File: src/rtl/alu_ctrl_pkg.sv
// Shared opcodes, ALU_1bit operation encodings and sequencer states for the
// bit-serial ALU controller.
package alu_ctrl_pkg;

   localparam logic [3:0] OP_AND = 4'b0000;
   localparam logic [3:0] OP_OR  = 4'b0001;
   localparam logic [3:0] OP_ADD = 4'b0010;
   localparam logic [3:0] OP_SUB = 4'b0110;
   localparam logic [3:0] OP_SLT = 4'b0111;
   localparam logic [3:0] OP_NOR = 4'b1100;

   localparam logic [1:0] OPR_AND  = 2'b00;
   localparam logic [1:0] OPR_OR   = 2'b01;
   localparam logic [1:0] OPR_ADD  = 2'b10;
   localparam logic [1:0] OPR_LESS = 2'b11;

   typedef enum logic [1:0] {
      IDLE = 2'd0,
      RUN  = 2'd1,
      SLT2 = 2'd2,
      FIN  = 2'd3
   } state_t;

   function automatic logic op_supported(input logic [3:0] op);
      logic ok;
      case (op)
         OP_AND, OP_OR, OP_ADD, OP_SUB, OP_SLT, OP_NOR: ok = 1'b1;
         default:                                       ok = 1'b0;
      endcase
      return ok;
   endfunction

   // Subtract-style ops start the carry chain at 1 (two's-complement +1).
   function automatic logic op_cin0(input logic [3:0] op);
      return (op == OP_SUB) || (op == OP_SLT);
   endfunction

endpackage

File: src/rtl/alu_serial_ctrl_alu_1bit.sv
// One slice of the MIPS-style ripple ALU: optional operand inversion, full adder
// and a 4-way result select (and / or / sum / less).
module ALU_1bit
   import alu_ctrl_pkg::*;
(
   input  logic       src1,
   input  logic       src2,
   input  logic       less,
   input  logic       A_invert,
   input  logic       B_invert,
   input  logic       cin,
   input  logic [1:0] operation,
   output logic       result,
   output logic       cout
);

   logic w_a;
   logic w_b;
   logic w_sum;

   assign w_a   = src1 ^ A_invert;
   assign w_b   = src2 ^ B_invert;
   assign w_sum = w_a ^ w_b ^ cin;
   assign cout  = (w_a & w_b) | (w_a & cin) | (w_b & cin);

   // Result select by operation code.
   always_comb begin
      result = 1'b0;
      case (operation)
         OPR_AND:  result = w_a & w_b;
         OPR_OR:   result = w_a | w_b;
         OPR_ADD:  result = w_sum;
         OPR_LESS: result = less;
         default:  result = 1'b0;
      endcase
   end

endmodule

File: src/rtl/alu_serial_ctrl.sv
// Bit-serial ALU sequencer: runs one WIDTH-bit operation through a single ALU_1bit,
// LSB first, with the carry chained through a register. SLT takes two passes.
module alu_serial_ctrl
   import alu_ctrl_pkg::*;
#(
   parameter int WIDTH = 32
) (
   input  logic             clk,
   input  logic             rst,
   input  logic             start,
   input  logic [WIDTH-1:0] src1,
   input  logic [WIDTH-1:0] src2,
   input  logic [3:0]       ALU_control,
   output logic             ready,
   output logic             done,
   output logic [WIDTH-1:0] result,
   output logic             zero,
   output logic             cout,
   output logic             overflow,
   output logic             err
);

   localparam int             IW   = $clog2(WIDTH);
   localparam logic [IW-1:0]  LAST = IW'(WIDTH - 1);

   state_t            r_state;
   state_t            w_state_nx;
   logic [WIDTH-1:0]  r_a;
   logic [WIDTH-1:0]  r_b;
   logic [3:0]        r_op;
   logic              r_bad;
   logic [IW-1:0]     r_idx;
   logic              r_carry;
   logic              r_set;
   logic [WIDTH-1:0]  r_result;
   logic              r_ready;
   logic              r_done;
   logic              r_zero;
   logic              r_cout;
   logic              r_ovf;
   logic              r_err;

   logic              w_ainv;
   logic              w_binv;
   logic              w_less;
   logic [1:0]        w_opr;
   logic              w_sum;
   logic              w_cout;
   logic              w_last;
   logic              w_arith;
   logic [WIDTH-1:0]  w_result_nx;

   assign w_last  = (r_idx == LAST);
   assign w_arith = (r_op == OP_ADD) || (r_op == OP_SUB);

   ALU_1bit u_alu (
      .src1      (r_a[r_idx]),
      .src2      (r_b[r_idx]),
      .less      (w_less),
      .A_invert  (w_ainv),
      .B_invert  (w_binv),
      .cin       (r_carry),
      .operation (w_opr),
      .result    (w_sum),
      .cout      (w_cout)
   );

   // Per-bit slice control from the latched opcode and the current pass.
   always_comb begin
      w_ainv = 1'b0;
      w_binv = 1'b0;
      w_less = 1'b0;
      w_opr  = OPR_AND;
      case (r_state)
         RUN: begin
            case (r_op)
               OP_AND: w_opr = OPR_AND;
               OP_OR:  w_opr = OPR_OR;
               OP_ADD: w_opr = OPR_ADD;
               OP_SUB, OP_SLT: begin
                  w_binv = 1'b1;
                  w_opr  = OPR_ADD;
               end
               OP_NOR: begin
                  w_ainv = 1'b1;
                  w_binv = 1'b1;
                  w_opr  = OPR_AND;
               end
               default: w_opr = OPR_AND;
            endcase
         end
         SLT2: begin
            w_binv = 1'b1;
            w_opr  = OPR_LESS;
            w_less = (r_idx == '0) ? r_set : 1'b0;
         end
         default: w_opr = OPR_AND;
      endcase
   end

   // Result with the current bit merged in.
   always_comb begin
      w_result_nx        = r_result;
      w_result_nx[r_idx] = w_sum;
   end

   // State register.
   always_ff @(posedge clk) begin
      if (rst) begin
         r_state <= IDLE;
      end else begin
         r_state <= w_state_nx;
      end
   end

   // Next-state logic.
   always_comb begin
      w_state_nx = r_state;
      case (r_state)
         IDLE: begin
            if (start) begin
               w_state_nx = op_supported(ALU_control) ? RUN : FIN;
            end else begin
               w_state_nx = IDLE;
            end
         end
         RUN: begin
            if (w_last) begin
               w_state_nx = (r_op == OP_SLT) ? SLT2 : FIN;
            end else begin
               w_state_nx = RUN;
            end
         end
         SLT2: begin
            if (w_last) begin
               w_state_nx = FIN;
            end else begin
               w_state_nx = SLT2;
            end
         end
         FIN:     w_state_nx = IDLE;
         default: w_state_nx = IDLE;
      endcase
   end

   // Operand latch, bit sequencing and output flag registers.
   always_ff @(posedge clk) begin
      if (rst) begin
         r_a      <= '0;
         r_b      <= '0;
         r_op     <= 4'b0000;
         r_bad    <= 1'b0;
         r_idx    <= '0;
         r_carry  <= 1'b0;
         r_set    <= 1'b0;
         r_result <= '0;
         r_ready  <= 1'b1;
         r_done   <= 1'b0;
         r_zero   <= 1'b1;
         r_cout   <= 1'b0;
         r_ovf    <= 1'b0;
         r_err    <= 1'b0;
      end else begin
         r_done <= 1'b0;
         case (r_state)
            IDLE: begin
               if (start) begin
                  r_a      <= src1;
                  r_b      <= src2;
                  r_op     <= ALU_control;
                  r_bad    <= ~op_supported(ALU_control);
                  r_idx    <= '0;
                  r_carry  <= op_cin0(ALU_control);
                  r_result <= '0;
                  r_ready  <= 1'b0;
                  r_zero   <= 1'b1;
                  r_cout   <= 1'b0;
                  r_ovf    <= 1'b0;
                  r_err    <= 1'b0;
               end
            end
            RUN: begin
               r_idx   <= r_idx + 1'b1;
               r_carry <= w_cout;
               if (r_op != OP_SLT) begin
                  r_result <= w_result_nx;
               end
               if (w_last) begin
                  r_idx <= '0;
                  if (r_op == OP_SLT) begin
                     // Sign of the difference, corrected for signed overflow.
                     r_set   <= w_sum ^ r_carry ^ w_cout;
                     r_carry <= 1'b1;
                  end else begin
                     r_zero <= (w_result_nx == '0);
                     if (w_arith) begin
                        r_cout <= w_cout;
                        r_ovf  <= r_carry ^ w_cout;
                     end
                  end
               end
            end
            SLT2: begin
               r_idx    <= r_idx + 1'b1;
               r_carry  <= w_cout;
               r_result <= w_result_nx;
               if (w_last) begin
                  r_idx  <= '0;
                  r_zero <= (w_result_nx == '0);
               end
            end
            FIN: begin
               r_done  <= 1'b1;
               r_ready <= 1'b1;
               r_err   <= r_bad;
            end
            default: r_done <= 1'b0;
         endcase
      end
   end

   assign ready    = r_ready;
   assign done     = r_done;
   assign result   = r_result;
   assign zero     = r_zero;
   assign cout     = r_cout;
   assign overflow = r_ovf;
   assign err      = r_err;

endmodule

File: config.mk
export PLATFORM = sky130hd
export DESIGN_NAME = alu_serial_ctrl
export DESIGN_NICKNAME = d
export VERILOG_FILES = /design/src/rtl/alu_ctrl_pkg.sv /design/src/rtl/alu_serial_ctrl_alu_1bit.sv /design/src/rtl/alu_serial_ctrl.sv
export SDC_FILE = /design/constraint.sdc
export NUM_CORES = 1
export LEC_CHECK = 0
export CORE_MARGIN = 10
export CORE_UTILIZATION = 50
export DETAILED_ROUTE_END_ITERATION = 16
export PLACE_DENSITY_LB_ADDON = 0.05
export SLEW_MARGIN = 25
export SYNTH_ARGS = -nofsm -noshare
export SYNTH_HDL_FRONTEND = slang
export SYNTH_HIERARCHICAL = 1
export SYNTH_SLANG_ARGS = --single-unit
File: constraint.sdc
create_clock -name clk -period 10.4 [get_ports clk]
set_clock_uncertainty 0.2 [all_clocks]
set_input_delay 1.04 -clock clk [delete_from_list [all_inputs] [get_ports clk]]
set_output_delay 1.04 -clock clk [all_outputs]
set_load 0.03 [all_outputs]
==> flow_summary_export.csv, run 1 <==
group,metric,value,unit
timing,max_slew.worst_pin.slew,960,ps
logic_synthesis,synth_area,5920,um^2
floorplanning,row_count,39,
logic_synthesis,syn-instance-count,705,
min_path,min_delay_path_depth,2,
floorplanning,die-area,16600,um^2
logic_synthesis,ys_types,44,
clocking,cts_tree,"done",
worst_setup_path,crit_chain,"mux4_1 > mux4_2 > mux2_2 > xnor2_1 > inv_1 > fa_1 > mux4_2 > mux2_1 > nand4b_1 > nor4_1 > nand4_1 > a41oi_2",
clocking,clk_path_buf_depth,2,
floorplanning,pin_count,109,
placement,io_buffers,108,
worst_setup_path,worst_setup_path_start_kind,"flop",
power_and_ir_drop,p_leak,2.81,nW
flow_run,maxCapViolCount,0,
logic_synthesis,synth_nets,790,
clocking,clkTransAtPathRegs,60,ps
timing,tns,0,ps
worst_setup_path,r2r_setup_slack,5070,ps
timing,maxSlewViolCount,0,
clocking,clock-sinks,116,
timing,timing.fmax,0.188,GHz
clocking,postCtsSetupRepairBufs,0,
clocking,cts_buffers,17,
logic_synthesis,syn_area_per_cell,8.40,um^2
finish,n_antenna_cell,0,
min_path,min_to,"r_a[4]$_SDFFE_PP0P_",
drt,drt_iter0_drc,449,
finish,n_fill_cell,962,
floorplanning,die_h,129,um
worst_setup_path,critPathMaxStageDelay,780,ps
logic_synthesis,synth_ff_type,"dfxtp_1",
worst_setup_path,cpLargestDelayFamily,"multiplexers",
logic_synthesis,synthArstFlopShare,0,%
logic_synthesis,synth_seq_cells,116,
grt,antenna_found_initial,0,
logic_synthesis,yosys.cell_count.top_type,"nand2_1",
placement,dp_hpwl,10600,um
min_path,min_from,"r_a[4]$_SDFFE_PP0P_",
grt,grt_pass1_vias,5107,
drt,post_drt_wl_per_cell,16.7,um
worst_setup_path,worst-setup-path-type,"reg -> reg",
timing,rsz0062_at_grt,"false",
floorplanning,start_util,51.4,%
floorplanning,die-width,129,um
timing,whs,249,ps
clocking,clockRootBuffer,"clkbuf_16",
grt,grt_use_total,18.3,%
finish,finish.utilization,64.8,%
worst_setup_path,critical_path.most_common_cell,"mux4_2",
clocking,holdBufCountCts,0,
timing,fin_crit_sh,51.3,%
timing,setup_viol,0,
clocking,ctsResizeCount,0,
drt,via_count,5352,
worst_setup_path,arrival,5470,ps
logic_synthesis,synth-edff-count,0,
worst_setup_path,crit-reg2reg-launch,"r_idx[0]$_SDFFE_PP0P_",
drt,avgViaCountPerCell,5.76,
logic_synthesis,yosysSeqAreaShare,39.2,%
drt,antenna_left,0,
power_and_ir_drop,power.density,160,nW/um^2
logic_synthesis,yosysTopAreaCell,"dfxtp_1",
worst_setup_path,endpoint_kind,"flop",
logic_synthesis,synth_top_area_share,39.2,%
grt,grt_pass1_wl,24700,um
floorplanning,core,11500,um^2
finish,nNetsFinal,859,
worst_setup_path,critPathLaunch,"r_idx[0]$_SDFFE_PP0P_",
logic_synthesis,synthTopCellsByArea,"dfxtp_1, nand2_1, a21oi_1",
timing,layout_min_cycle_time,5330,ps
outcome,status,"complete, no violations",
logic_synthesis,yosys_warnings,6,
finish,layout-drive-gt1-share,6.74,%
clocking,htree_levels,4,
grt,grt_max_degree,86,
drt,drc,0,
placement,place_inst,898,
worst_setup_path,crit_slowest_cell,"mux4_2",
worst_setup_path,r2r-end,"zero$_SDFFE_PP1P_",
finish,syn2layout_area_growth,25.9,%
timing,slew_headroom,35.9,%
min_path,hold_path.class,"reg -> reg",
placement,place.gp.congestion,0.845,
drt,routed_wl,15500,um
worst_setup_path,crit_fanout,34,
worst_setup_path,cp_num_buf_inv,1,
logic_synthesis,synth_common_cells,"nand2_1, dfxtp_1, a21oi_1",
finish,final_cell_count_no_fill,929,
drt,first_pass_iters,5,
power_and_ir_drop,power,0.00119,W
grt,grt_overflow,0,
clocking,clock_latency,420,ps
worst_setup_path,reg2reg_depth,12,
power_and_ir_drop,peakVddDrop,0.126,mV
timing,final-hold-violation-count,0,
worst_setup_path,crit_required,10540,ps
sequential cells by signal, indices dropped and copies added (netlist names):
register  cells
err           1
r_b          32
r_carry       1
r_bad         1
r_state       2
r_idx         5
overflow      1
ready         1
r_a          32
r_op          4
cout          1
done          1
r_set         1
zero          1
result       32
power breakdown:
part | switching, W | internal (W) | total (W) | leakage [nW]
Combinational | 0.0000991 | 0.0000736 | 0.000173 | 1.61
Clock | 0.000204 | 0.000326 | 0.000531 | 0.253
Sequential | 0.0000194 | 0.000469 | 0.000488 | 0.946
Total | 0.000323 | 0.000869 | 0.00119 | 2.81
routing by layer:
metal  routed length [um]  GRT usage (%)  vias to the layer above
met5                    0              0                        -
met4                  282           7.69                        0
met3                 1110           5.75                       25
met2                 7230           29.0                      205
li1                     -              -                     2599
met1                 6870           22.5                     2523
cells by family (layout without fill, tap and decap cells):
logic type	after synthesis	in the layout	share of synthesized area, %
XOR/XNOR	5	5	0.739
AO/OA/AOI/OAI	132	132	11.7
adder cells (fa/ha/maj)	14	14	3.08
buffers and inverters	75	156	6.04
AND/OR/NAND/NOR	308	308	24.4
flip-flops	116	116	39.2
multiplexers	55	55	14.9
how the worst max path moves through the flow:
stage | depth (start not counted) | end | slack, ps
2_1_floorplan | 16 | zero$_SDFFE_PP1P_ | 5900
3_3_place_gp | 12 | zero$_SDFFE_PP1P_ | 4920
3_5_place_dp | 12 | zero$_SDFFE_PP1P_ | 4740
4_1_cts | 12 | zero$_SDFFE_PP1P_ | 4750
5_1_grt | 12 | zero$_SDFFE_PP1P_ | 4920
6_report | 12 | zero$_SDFFE_PP1P_ | 5070
final cells by class:
class | instances | area, um^2 | share of cell area, %
multi-input cells | 514 | 3250 | 43.6
flip-flops and latches | 116 | 2320 | 31.1
repair buffers | 114 | 1120 | 15.1
clock buffers | 23 | 488 | 6.54
well taps | 143 | 179 | 2.40
clock inverters | 8 | 52.6 | 0.704
inverters | 11 | 41.3 | 0.553
layout by cell type (no fill, tap or decap), types with 3 or more instances in the layout:
cell type          n
nand4_1           12
mux2_2             7
mux2i_1           25
clkinv_2           3
mux4_1            15
mux4_2             6
buf_4              7
nor3b_1            5
xnor2_1            3
dfxtp_1          115
clkinvlp_4         5
clkbuf_16         17
inv_1             11
ha_1              13
nand3_1           14
clkdlybuf4s50_1  107
nor4_1             3
and3_1             3
nor4bb_1           8
nor4b_1            3
nor3_1            31
nand4b_1          12
nor2_1            48
clkbuf_8           4
a21oi_1          113
nor2b_1            3
nand2_1          153
o21ai_0            9
nand2b_1           6
stage by stage:
step                      instance area, um^2  setup slack (ps)
after floorplan                          5920              5900
after global placement                   6910              4920
after detailed placement                 6920              4740
after CTS                                7460              4750
after global routing                     7460              4920
final                                    7460              5070
tightest hold or removal path, stage by stage, from the launching register on:
cell and delay [ps]:
dfxtp_1 300, nand2_1 50, a21oi_1 50
Power figures use the tool's default switching activity.
==> run 2: changes to the inputs <==
Settings changed: CORE_UTILIZATION 50 to 48.
Clock period 10.4 ns to 4.5 ns, I/O delays scaled along.
==> run 2 against run 1 <==
Compared with the run above: the flow now finishes with violations (negative setup slack); combinational power rose to 2.7 times the previous value; sequential power rose by 130%; die area rose by 3.5%; maximum frequency rose by 18%; via count rose by 0.99%; sequential share of layout area fell by 1.9 points.
==> flow_summary_export.csv, run 2 (synthesis gave the netlist of run 1 again) <==
group,metric,value,unit
outcome,status,"complete, but fails checks",
outcome,violations,"negative setup slack",
power_and_ir_drop,switching_share,26.3,%
floorplanning,row_count,40,
floorplanning,die_h,131,um
finish,syn2layout_area_growth,34.3,%
clocking,clkTransAtPathRegs,60,ps
worst_setup_path,worst_setup_path_start_kind,"flop",
timing,tns,-24.3,ps
placement,dp_hpwl,11100,um
drt,antenna_left,0,
finish,final_common_cell,"nand2_1",
worst_setup_path,cpLargestDelayFamily,"multiplexers",
floorplanning,start_util,49.1,%
power_and_ir_drop,power,0.00303,W
power_and_ir_drop,power_frac_comb,15.6,%
power_and_ir_drop,peakVddDrop,0.294,mV
power_and_ir_drop,p_leak,2.92,nW
floorplanning,die-area,17200,um^2
power_and_ir_drop,intPower,0.00223,W
worst_setup_path,endpoint_kind,"flop",
power_and_ir_drop,seqPwrFrac,37.1,%
worst_setup_path,crit_chain,"buf_12 > mux4_2 > mux4_2 > mux2_4 > xnor2_4 > inv_2 > fa_1 > mux4_2 > clkbuf_16 > mux2i_2 > nand4_1 > nor4_2 > nand4_1 > a41oi_2",
timing,fin_crit_sh,101,%
floorplanning,core,12100,um^2
timing,rsz0062_at_grt,"true",
drt,first_pass_iters,5,
power_and_ir_drop,switching_power,0.000795,W
placement,io_buffers,108,
min_path,hold_path.class,"reg -> reg",
timing,layout_min_cycle_time,4520,ps
power_and_ir_drop,clkPwrFrac,47.3,%
clocking,cts_tree,"done",
clocking,htree_levels,4,
drt,avgViaCountPerCell,5.52,
timing,setup_viol,1,
floorplanning,die-width,131,um
grt,grt_pass1_vias,5382,
grt,grt_overflow,0,
worst_setup_path,cp_num_buf_inv,3,
worst_setup_path,worst-setup-path-type,"reg -> reg",
finish,nNetsFinal,883,
timing,maxSlewViolCount,0,
worst_setup_path,crit_required,4660,ps
drt,routed_wl,16900,um
worst_setup_path,crit_slowest_cell,"mux4_2",
placement,placed_area,7130,um^2
drt,drc,0,
worst_setup_path,critPathMaxStageDelay,570,ps
finish,layout_common_cells,"nand2_1, dfxtp_1, a21oi_1, clkdlybuf4s50_1, nor2_1",
timing,timing.final.ws_setup,-24.3,ps
worst_setup_path,crit_fanout,8,
finish,fin_area,7960,um^2
finish,layout-drive-gt1-share,13.4,%
timing,timing.fmax,0.221,GHz
grt,antenna_found_initial,0,
flow_run,maxCapViolCount,0,
clocking,holdBufCountCts,0,
placement,place.gp.congestion,0.840,
clocking,clock-sinks,116,
finish,finish.utilization,66.0,%
clocking,clock_latency,430,ps
grt,grt_use_total,19.4,%
grt,grt_pass1_wl,26600,um
floorplanning,pin_count,109,
timing,final-hold-violation-count,0,
grt,grt_max_degree,117,
power_and_ir_drop,power.density,380,nW/um^2
clocking,clockRootBuffer,"clkbuf_16",
worst_setup_path,arrival,4680,ps
drt,via_count,5405,
timing,max_slew.worst_pin.slew,847,ps
clocking,cts_buffers,17,
finish,n_antenna_cell,0,
drt,post_drt_wl_per_cell,17.2,um
worst_setup_path,critical_path.most_common_cell,"mux4_2",
clocking,clk_path_buf_depth,2,
timing,slew_headroom,43.5,%
drt,drt_iter0_drc,544,
run 2: cell types whose count changed in the layout (fill, tap and decap cells not counted), sizes merged:
cell,previous run,this run
clkinvlp,5,6
bufinv,0,4
clkbuf,23,21
clkinv,3,4
buf,7,28
run 2: final timing paths:
check                                      startpoint              endpoint  slack, ps  cells after the start
worst max-delay path            r_idx[0]$_SDFFE_PP0P_     zero$_SDFFE_PP1P_        -20                     14
worst min-delay path             r_b[19]$_SDFFE_PP0P_  r_b[19]$_SDFFE_PP0P_        260                      2
worst max register to register  r_idx[0]$_SDFFE_PP0P_     zero$_SDFFE_PP1P_        -20                     14
worst min register to register   r_b[19]$_SDFFE_PP0P_  r_b[19]$_SDFFE_PP0P_        260                      2
run 2: power by group through the flow:
stage	Clock (W)	Combinational [W]	Sequential, W
after global placement	0	0.000423	0.00114
after detailed placement	0	0.000435	0.00114
after floorplan	0	0.000286	0.00113
after CTS	0.00144	0.000443	0.00112
final	0.00143	0.000473	0.00112
after global routing	0.00149	0.000523	0.00113
run 2: worst reg2reg max path, delay by kind of cell (launching register included):
| family | cells | cell delay, ps |
|---|---|---|
| AOI/OAI and AO/OA | 1 | 140 |
| xor gates and xnor gates | 1 | 180 |
| DFF | 1 | 410 |
| and+or+nand+nor | 3 | 650 |
| adders and majority gates | 1 | 420 |
| muxes | 5 | 2050 |
| buffers and inverters | 3 | 400 |
run 2: stage by stage:
| stage | hold slack (ps) | cells | worst slack, ps |
|---|---|---|---|
| after CTS | 256 | 975 | -24.6 |
| after floorplan | 232 | 705 | 3.31 |
| after detailed placement | 246 | 943 | -285 |
| after global routing | 271 | 979 | -160 |
| after global placement | 244 | 943 | -131 |
| final | 257 | 979 | -24.3 |
run 2: timing repair:
action,CTS,global route
gates cloned,0,3
buffers inserted,0,1
gates resized for setup,11,34
endpoints found under the setup margin,1,1
pin swaps,3,8
run 2: per-layer routing:
layer / global-route usage, % / share of wire [%] / vias to the layer above
li1: - / - / 2643
met1: 23.4 / 44 / 2583
met2: 32.2 / 49 / 154
met3: 5.11 / 5.5 / 25
met4: 8.04 / 1.7 / 0
met5: 0 / 0 / -
run 2: area by class of cell:
type | instances | area [um^2]
Clock buffer | 18 | 439
Clock inverter | 14 | 185
Fill cell | 1006 | 4110
Inverter | 11 | 41.3
Multi-Input combinational cell | 514 | 3340
Sequential cell | 116 | 2330
Tap cell | 168 | 210
Timing Repair Buffer | 138 | 1410
